### config.mk
export PLATFORM = sky130hd
export DESIGN_NAME = int_mul_iter
export DESIGN_NICKNAME = d
export VERILOG_FILES = /design/src/rtl/imul_pkg.sv /design/src/rtl/int_mul_iter_dpath.sv /design/src/rtl/int_mul_iter.sv
export SDC_FILE = /design/constraint.sdc
export NUM_CORES = 1
export LEC_CHECK = 0
export BUFFER_PORTS_ARGS = -buffer_cell sky130_fd_sc_hd__clkbuf_2
export CAP_MARGIN = 20
export CORE_MARGIN = 3
export CORE_UTILIZATION = 40
export CTS_CLUSTER_SIZE = 20
export DETAILED_ROUTE_END_ITERATION = 12
export PLACE_DENSITY = 0.69
export SYNTH_ARGS = -nofsm -noshare
export SYNTH_HDL_FRONTEND = slang
export SYNTH_SLANG_ARGS = --single-unit
### constraint.sdc
create_clock -name clk -period 2.4 [get_ports clk]
set_input_delay 0.24 -clock clk [delete_from_list [all_inputs] [get_ports clk]]
set_output_delay 0.24 -clock clk [all_outputs]
set_load 0.02 [all_outputs]
### src/rtl/imul_pkg.sv
// Shared definitions for the iterative integer multiplier.
//   imul_req_t   : request payload layout {a, b} at the 32-bit default width
//   imul_state_t : multiplier control states
package imul_pkg;

    typedef struct packed {
        logic [31:0] a;
        logic [31:0] b;
    } imul_req_t;

    typedef enum logic [1:0] {
        IMUL_IDLE,
        IMUL_CALC,
        IMUL_DONE
    } imul_state_t;

endpackage

### src/rtl/int_mul_iter_dpath.sv
// Datapath of the iterative shift-add multiplier.
// Holds the shifting multiplicand (a_r), the shifting multiplier (b_r) and the
// running product (res_r).
//   clk, reset      clock, synchronous active-high reset (clears all registers)
//   load            capture a/b and clear the running product
//   step            perform one iteration (shift a_r left, b_r right)
//   add             accumulate a_r into res_r during this iteration
//   a, b            operands captured on load
//   res             running product, low DW bits
//   b_is_zero_next  high when b_r>>1 is zero, i.e. this is the last useful iteration
//   b_lsb           current multiplier bit
module int_mul_iter_dpath #(
    parameter int unsigned DW = 32
) (
    input  logic          clk,
    input  logic          reset,
    input  logic          load,
    input  logic          step,
    input  logic          add,
    input  logic [DW-1:0] a,
    input  logic [DW-1:0] b,
    output logic [DW-1:0] res,
    output logic          b_is_zero_next,
    output logic          b_lsb
);

    logic [DW-1:0] a_r;
    logic [DW-1:0] b_r;
    logic [DW-1:0] res_r;

    always_ff @(posedge clk) begin
        if (reset) begin
            a_r   <= '0;
            b_r   <= '0;
            res_r <= '0;
        end else if (load) begin
            a_r   <= a;
            b_r   <= b;
            res_r <= '0;
        end else if (step) begin
            // Carry-out dropped: only the low DW bits of the product are kept.
            if (add) begin
                res_r <= res_r + a_r;
            end
            a_r <= a_r << 1;
            b_r <= b_r >> 1;
        end
    end

    assign res            = res_r;
    assign b_lsb          = b_r[0];
    assign b_is_zero_next = (b_r[DW-1:1] == '0);

endmodule

### src/rtl/int_mul_iter.sv
// Iterative shift-add integer multiplier serving the MUL instruction.
// Returns the low DW bits of a*b (valid for signed and unsigned operands);
// latency depends on the position of the highest set bit of b.
//   clk       clock
//   reset     synchronous, active-high reset
//   req_val   request valid
//   req_rdy   request ready (registered; high only when idle)
//   req_msg   {a, b}: a multiplicand in the upper DW bits, b multiplier in the lower
//   resp_val  response valid (registered; high only when the result is held)
//   resp_rdy  response ready
//   resp_msg  (a*b) mod 2^DW
module int_mul_iter
    import imul_pkg::*;
#(
    parameter int unsigned DW = 32
) (
    input  logic            clk,
    input  logic            reset,
    input  logic            req_val,
    output logic            req_rdy,
    input  logic [2*DW-1:0] req_msg,
    output logic            resp_val,
    input  logic            resp_rdy,
    output logic [DW-1:0]   resp_msg
);

    localparam int unsigned CW = $clog2(DW);

    imul_state_t   state;
    logic [CW-1:0] cnt;

    logic          load;
    logic          step;
    logic          add;
    logic          last;
    logic          b_is_zero_next;
    logic          b_lsb;

    assign load = (state == IMUL_IDLE) && req_val;
    assign step = (state == IMUL_CALC);
    assign add  = step && b_lsb;
    // Stop once no set multiplier bits remain, or after DW iterations at most.
    assign last = b_is_zero_next || (cnt == CW'(DW - 1));

    int_mul_iter_dpath #(
        .DW (DW)
    ) u_dpath (
        .clk            (clk),
        .reset          (reset),
        .load           (load),
        .step           (step),
        .add            (add),
        .a              (req_msg[2*DW-1:DW]),
        .b              (req_msg[DW-1:0]),
        .res            (resp_msg),
        .b_is_zero_next (b_is_zero_next),
        .b_lsb          (b_lsb)
    );

    always_ff @(posedge clk) begin
        if (reset) begin
            state    <= IMUL_IDLE;
            cnt      <= '0;
            req_rdy  <= 1'b1;
            resp_val <= 1'b0;
        end else begin
            case (state)
                IMUL_IDLE: begin
                    if (req_val) begin
                        cnt     <= '0;
                        state   <= IMUL_CALC;
                        req_rdy <= 1'b0;
                    end
                end
                IMUL_CALC: begin
                    if (last) begin
                        state    <= IMUL_DONE;
                        resp_val <= 1'b1;
                    end else begin
                        cnt <= cnt + CW'(1);
                    end
                end
                IMUL_DONE: begin
                    if (resp_rdy) begin
                        state    <= IMUL_IDLE;
                        resp_val <= 1'b0;
                        req_rdy  <= 1'b1;
                    end
                end
                default: begin
                    state    <= IMUL_IDLE;
                    cnt      <= '0;
                    req_rdy  <= 1'b1;
                    resp_val <= 1'b0;
                end
            endcase
        end
    end

endmodule
==> impl_metrics.py <==
metrics = {
    "status": {
        "status": "finished with violations",
        "violations": "negative setup slack",
    },
    "synthesis": {
        "synth-xor-area-share_pct": 2.57,
        "synth_top_area_cell": "dfxtp_1",
        "yosysWarnings": 0,
        "synth_fa_ha_area_share_pct": 7.47,
        "ys_async_sr_fraction_pct": 0,
        "synth_seq_area_share_pct": 36.3,
        "synthesis.area_sq_um": 5800,
        "ys_seq_elements": 105,
        "synth_ff_type": "dfxtp_1",
        "synth_area_leaders": "dfxtp_1 36%, a21oi_1 11%, a22oi_1 8.3%",
        "synth_compound_area_share_pct": 30.9,
        "synth-simple-area-share_pct": 18.8,
        "synth_top_family_by_area": "compound AO/OA/AOI/OAI gates",
        "synthMuxAreaShare_pct": 0.540,
        "synth_edf_count": 0,
        "synth_cell_types": 62,
        "yosysTopAreaCellShare_pct": 36.3,
        "avgSynthCellArea_sq_um": 7.95,
        "syn_inst": 729,
        "syn-num-nets": 831,
    },
    "grt": {
        "grt_first_pass_wirelength_mm": 27.2,
        "track_usage_pct": 20.5,
        "grt_pass1_vias": 5523,
        "globalRouteOverflowTotal": 0,
        "grt_antenna_before_repair": 0,
        "grt_max_degree": 73,
    },
    "cells_and_area": {
        "seq_area_sq_um": 2110,
        "drive_gt1_share_pct": 29.1,
        "final_cell_area_sq_um": 7630,
        "area_delta_synth_final_pct": 31.7,
        "fin_nets": 986,
        "nFillCells": 1319,
        "utilization_pct": 54.4,
        "multi_input_area_sq_um": 3780,
        "diodes": 0,
    },
    "clock_network": {
        "cts_sinks": 105,
        "clock_latency_ns": 0.36,
        "cts_buffers": 9,
        "path_clk_slew_ns": 0.08,
        "ctsHtreeMaxLevel": 3,
        "hold_buffers": 0,
        "root_buffer": "clkbuf_16",
        "cts_buffer_depth": 2,
        "cts_tree": "yes",
    },
    "floorplan": {
        "rows": 43,
        "die_y_um": 126,
        "fp.dieW_um": 126,
        "ios": 102,
        "initial_utilization_pct": 41.3,
        "core_sq_um": 14000,
        "die-area_sq_um": 16000,
    },
    "worst_setup_path": {
        "crit_required_ns": 2.66,
        "critPathKind": "reg2reg",
        "cpPeakStageDelay_ns": 0.41,
        "cp_top_family": "compound AO/OA/AOI/OAI gates",
        "path_buf_inv": 0,
        "cp_slowest_cell": "a221o_2",
        "cp-start-kind": "flop",
        "critical_path_arrival_ns": 2.82,
        "critPathCaptureType": "flop",
        "rr_worst_depth": 9,
        "cp.depth": 9,
        "path_max_fanout": 3,
        "crit_start": "u_dpath.res[0]",
        "reg2reg_slack_ns": -0.16,
        "reg2reg_from": "u_dpath.res[0]",
        "reg2reg_to": "u_dpath.res[24]",
        "cp_cell_sequence": "ha_4, fa_2, a21o_1, a221o_2, a2111oi_4, o211a_4, o211ai_2, xnor2_1, a22o_1",
        "setup.worst_path.end": "u_dpath.res[24]",
    },
    "drt": {
        "routed_wl_mm": 17.3,
        "vias_per_cell": 5.58,
        "vias": 5962,
        "ant_nets": 0,
        "wl_per_cell_um": 16.2,
        "first_iter_violations": 415,
        "drc": 0,
        "drtPass1Iterations": 7,
    },
    "sta": {
        "final.period_utilization_pct": 107,
        "finalMaxSlewViolations": 0,
        "hold_violations": 0,
        "setup_violations": 9,
        "fin_crit_ns": 2.56,
        "worstMarginPinSlew_ns": 0.952,
        "rsz0062_at_grt": "true",
        "finClkSkew_ns": 0.00887,
        "max_freq_mhz": 391,
        "max-slew-margin-rel_pct": 36.3,
        "setup_ws_ns": -0.157,
    },
    "power_and_ir_drop": {
        "peakVddDrop_uv": 346,
        "powerDensity_nw_per_um2": 532,
        "switching_share_pct": 29.8,
        "p_switching_w": 0.00121,
        "cell_internal_pwr_w": 0.00285,
        "combPwrFrac_pct": 16.1,
        "p_leak_nw": 3.14,
        "clkPwrFrac_pct": 37.0,
        "seqPwrFrac_pct": 46.9,
    },
    "placed_design": {
        "port_buffers": 101,
        "post-place-ws_ns": -0.127,
        "place.gp.congestion": 0.914,
        "dp_hpwl_mm": 12.4,
        "dpl-instance-area_sq_um": 7030,
    },
    "run": {
        "maxCapViolations": 0,
    },
    "worst_hold_path": {
        "worstHoldPathType": "in2reg",
        "min-delay-start": "req_msg[31]",
    },
}
[power by group through the flow]
| stage | sequential (W) | clock, W | combinational [W] |
|---|---|---|---|
| detailed placement | 0.00194 | 0 | 0.000637 |
| global placement | 0.00194 | 0 | 0.000632 |
| global route | 0.00192 | 0.00161 | 0.000726 |
| finish | 0.00191 | 0.00150 | 0.000656 |
| floorplan | 0.00193 | 0 | 0.000383 |
| CTS | 0.00190 | 0.00154 | 0.000642 |
[registers in the layout, indices dropped and copies added, names as in the netlist]
| signal | flops |
|---|---|
| cnt | 5 |
| req_rdy | 1 |
| resp_val | 1 |
| state | 2 |
| u_dpath.a_r | 32 |
| u_dpath.b_r | 32 |
| u_dpath.res | 32 |
[cell type report]
type / count / share of cell area, %
sequential: 105 / 27.7
tap: 180 / 2.95
timing repair buffer: 187 / 15.5
clock inverter: 7 / 0.951
multi-input combinational: 571 / 49.5
clock buffer: 9 / 2.95
inverter: 10 / 0.492
[stage by stage]
step                      hold WS [ns]  TNS [ns]  std cells  power, W
after global placement           0.456    -0.452       1047   0.00257
after CTS                       0.0893    -0.537       1065   0.00409
after detailed placement         0.465    -0.793       1047   0.00258
final                            0.102    -0.778       1069   0.00407
after global routing             0.113     -1.46       1069   0.00426
after floorplan                  0.379    -0.181        729   0.00231
[cell families (layout without fill, tap and decap cells)]
group / Yosys count / after routing
muxes: 3 / 3
AOI/OAI and AO/OA: 276 / 276
DFF: 105 / 105
buffers and inverters: 53 / 213
adders and majority gates: 34 / 34
and+or+nand+nor: 241 / 241
xor gates and xnor gates: 17 / 17
[routing by layer]
metal  global-route usage, %  part of all wire (%)
met1                    27.5                    46
met2                    33.4                    48
met3                    4.93                   5.4
met4                    4.98                   1.2
met5                       0                     0
[placed cells by master (no fill, tap or decap), types with 12 or more instances in the layout]
| cell type | Yosys | layout |
|---|---|---|
| xnor2_1 | 12 | 12 |
| o21ai_0 | 20 | 19 |
| clkbuf_2 | 0 | 101 |
| ha_1 | 33 | 23 |
| a21oi_1 | 125 | 117 |
| a22oi_1 | 64 | 64 |
| nor2_1 | 36 | 34 |
| nand3_1 | 20 | 18 |
| dfxtp_1 | 105 | 99 |
| buf_4 | 0 | 83 |
| nand2_1 | 120 | 120 |
[worst min-delay path by stage]
stage	end	slack, ns	cells after the start
global placement	u_dpath.b_r[0]	0.46	2
finish	u_dpath.b_r[31]	0.10	3
CTS	u_dpath.b_r[31]	0.09	3
global route	u_dpath.b_r[31]	0.11	3
detailed placement	u_dpath.b_r[17]	0.46	2
floorplan	u_dpath.a_r[0]	0.38	2
[worst register-to-register path: cells and delay by family (launching register included)]
kind | cells | cell delay [ns]
xor+xnor | 1 | 0.14
fa+ha+maj | 2 | 0.52
compound gates | 6 | 1.44
flops | 1 | 0.35
[what timing repair did]
action                     4_1_cts  5_1_grt
resized for setup                7       39
setup buffers                    2        4
setup endpoints to repair       14       19
gates cloned                     0        0
pin swaps                        4       21
[cells in the mapped netlist, types with 10 or more instances]
| cell type | number |
|---|---|
| inv_1 | 10 |
| dfxtp_1 | 105 |
| nor2_1 | 36 |
| xnor2_1 | 12 |
| or3_1 | 10 |
| nand2_1 | 120 |
| nor3_1 | 11 |
| ha_1 | 33 |
| nand3_1 | 20 |
| clkbuf_1 | 34 |
| o21ai_0 | 20 |
| a22oi_1 | 64 |
| a21oi_1 | 125 |
(Power assumes the default switching activity.)
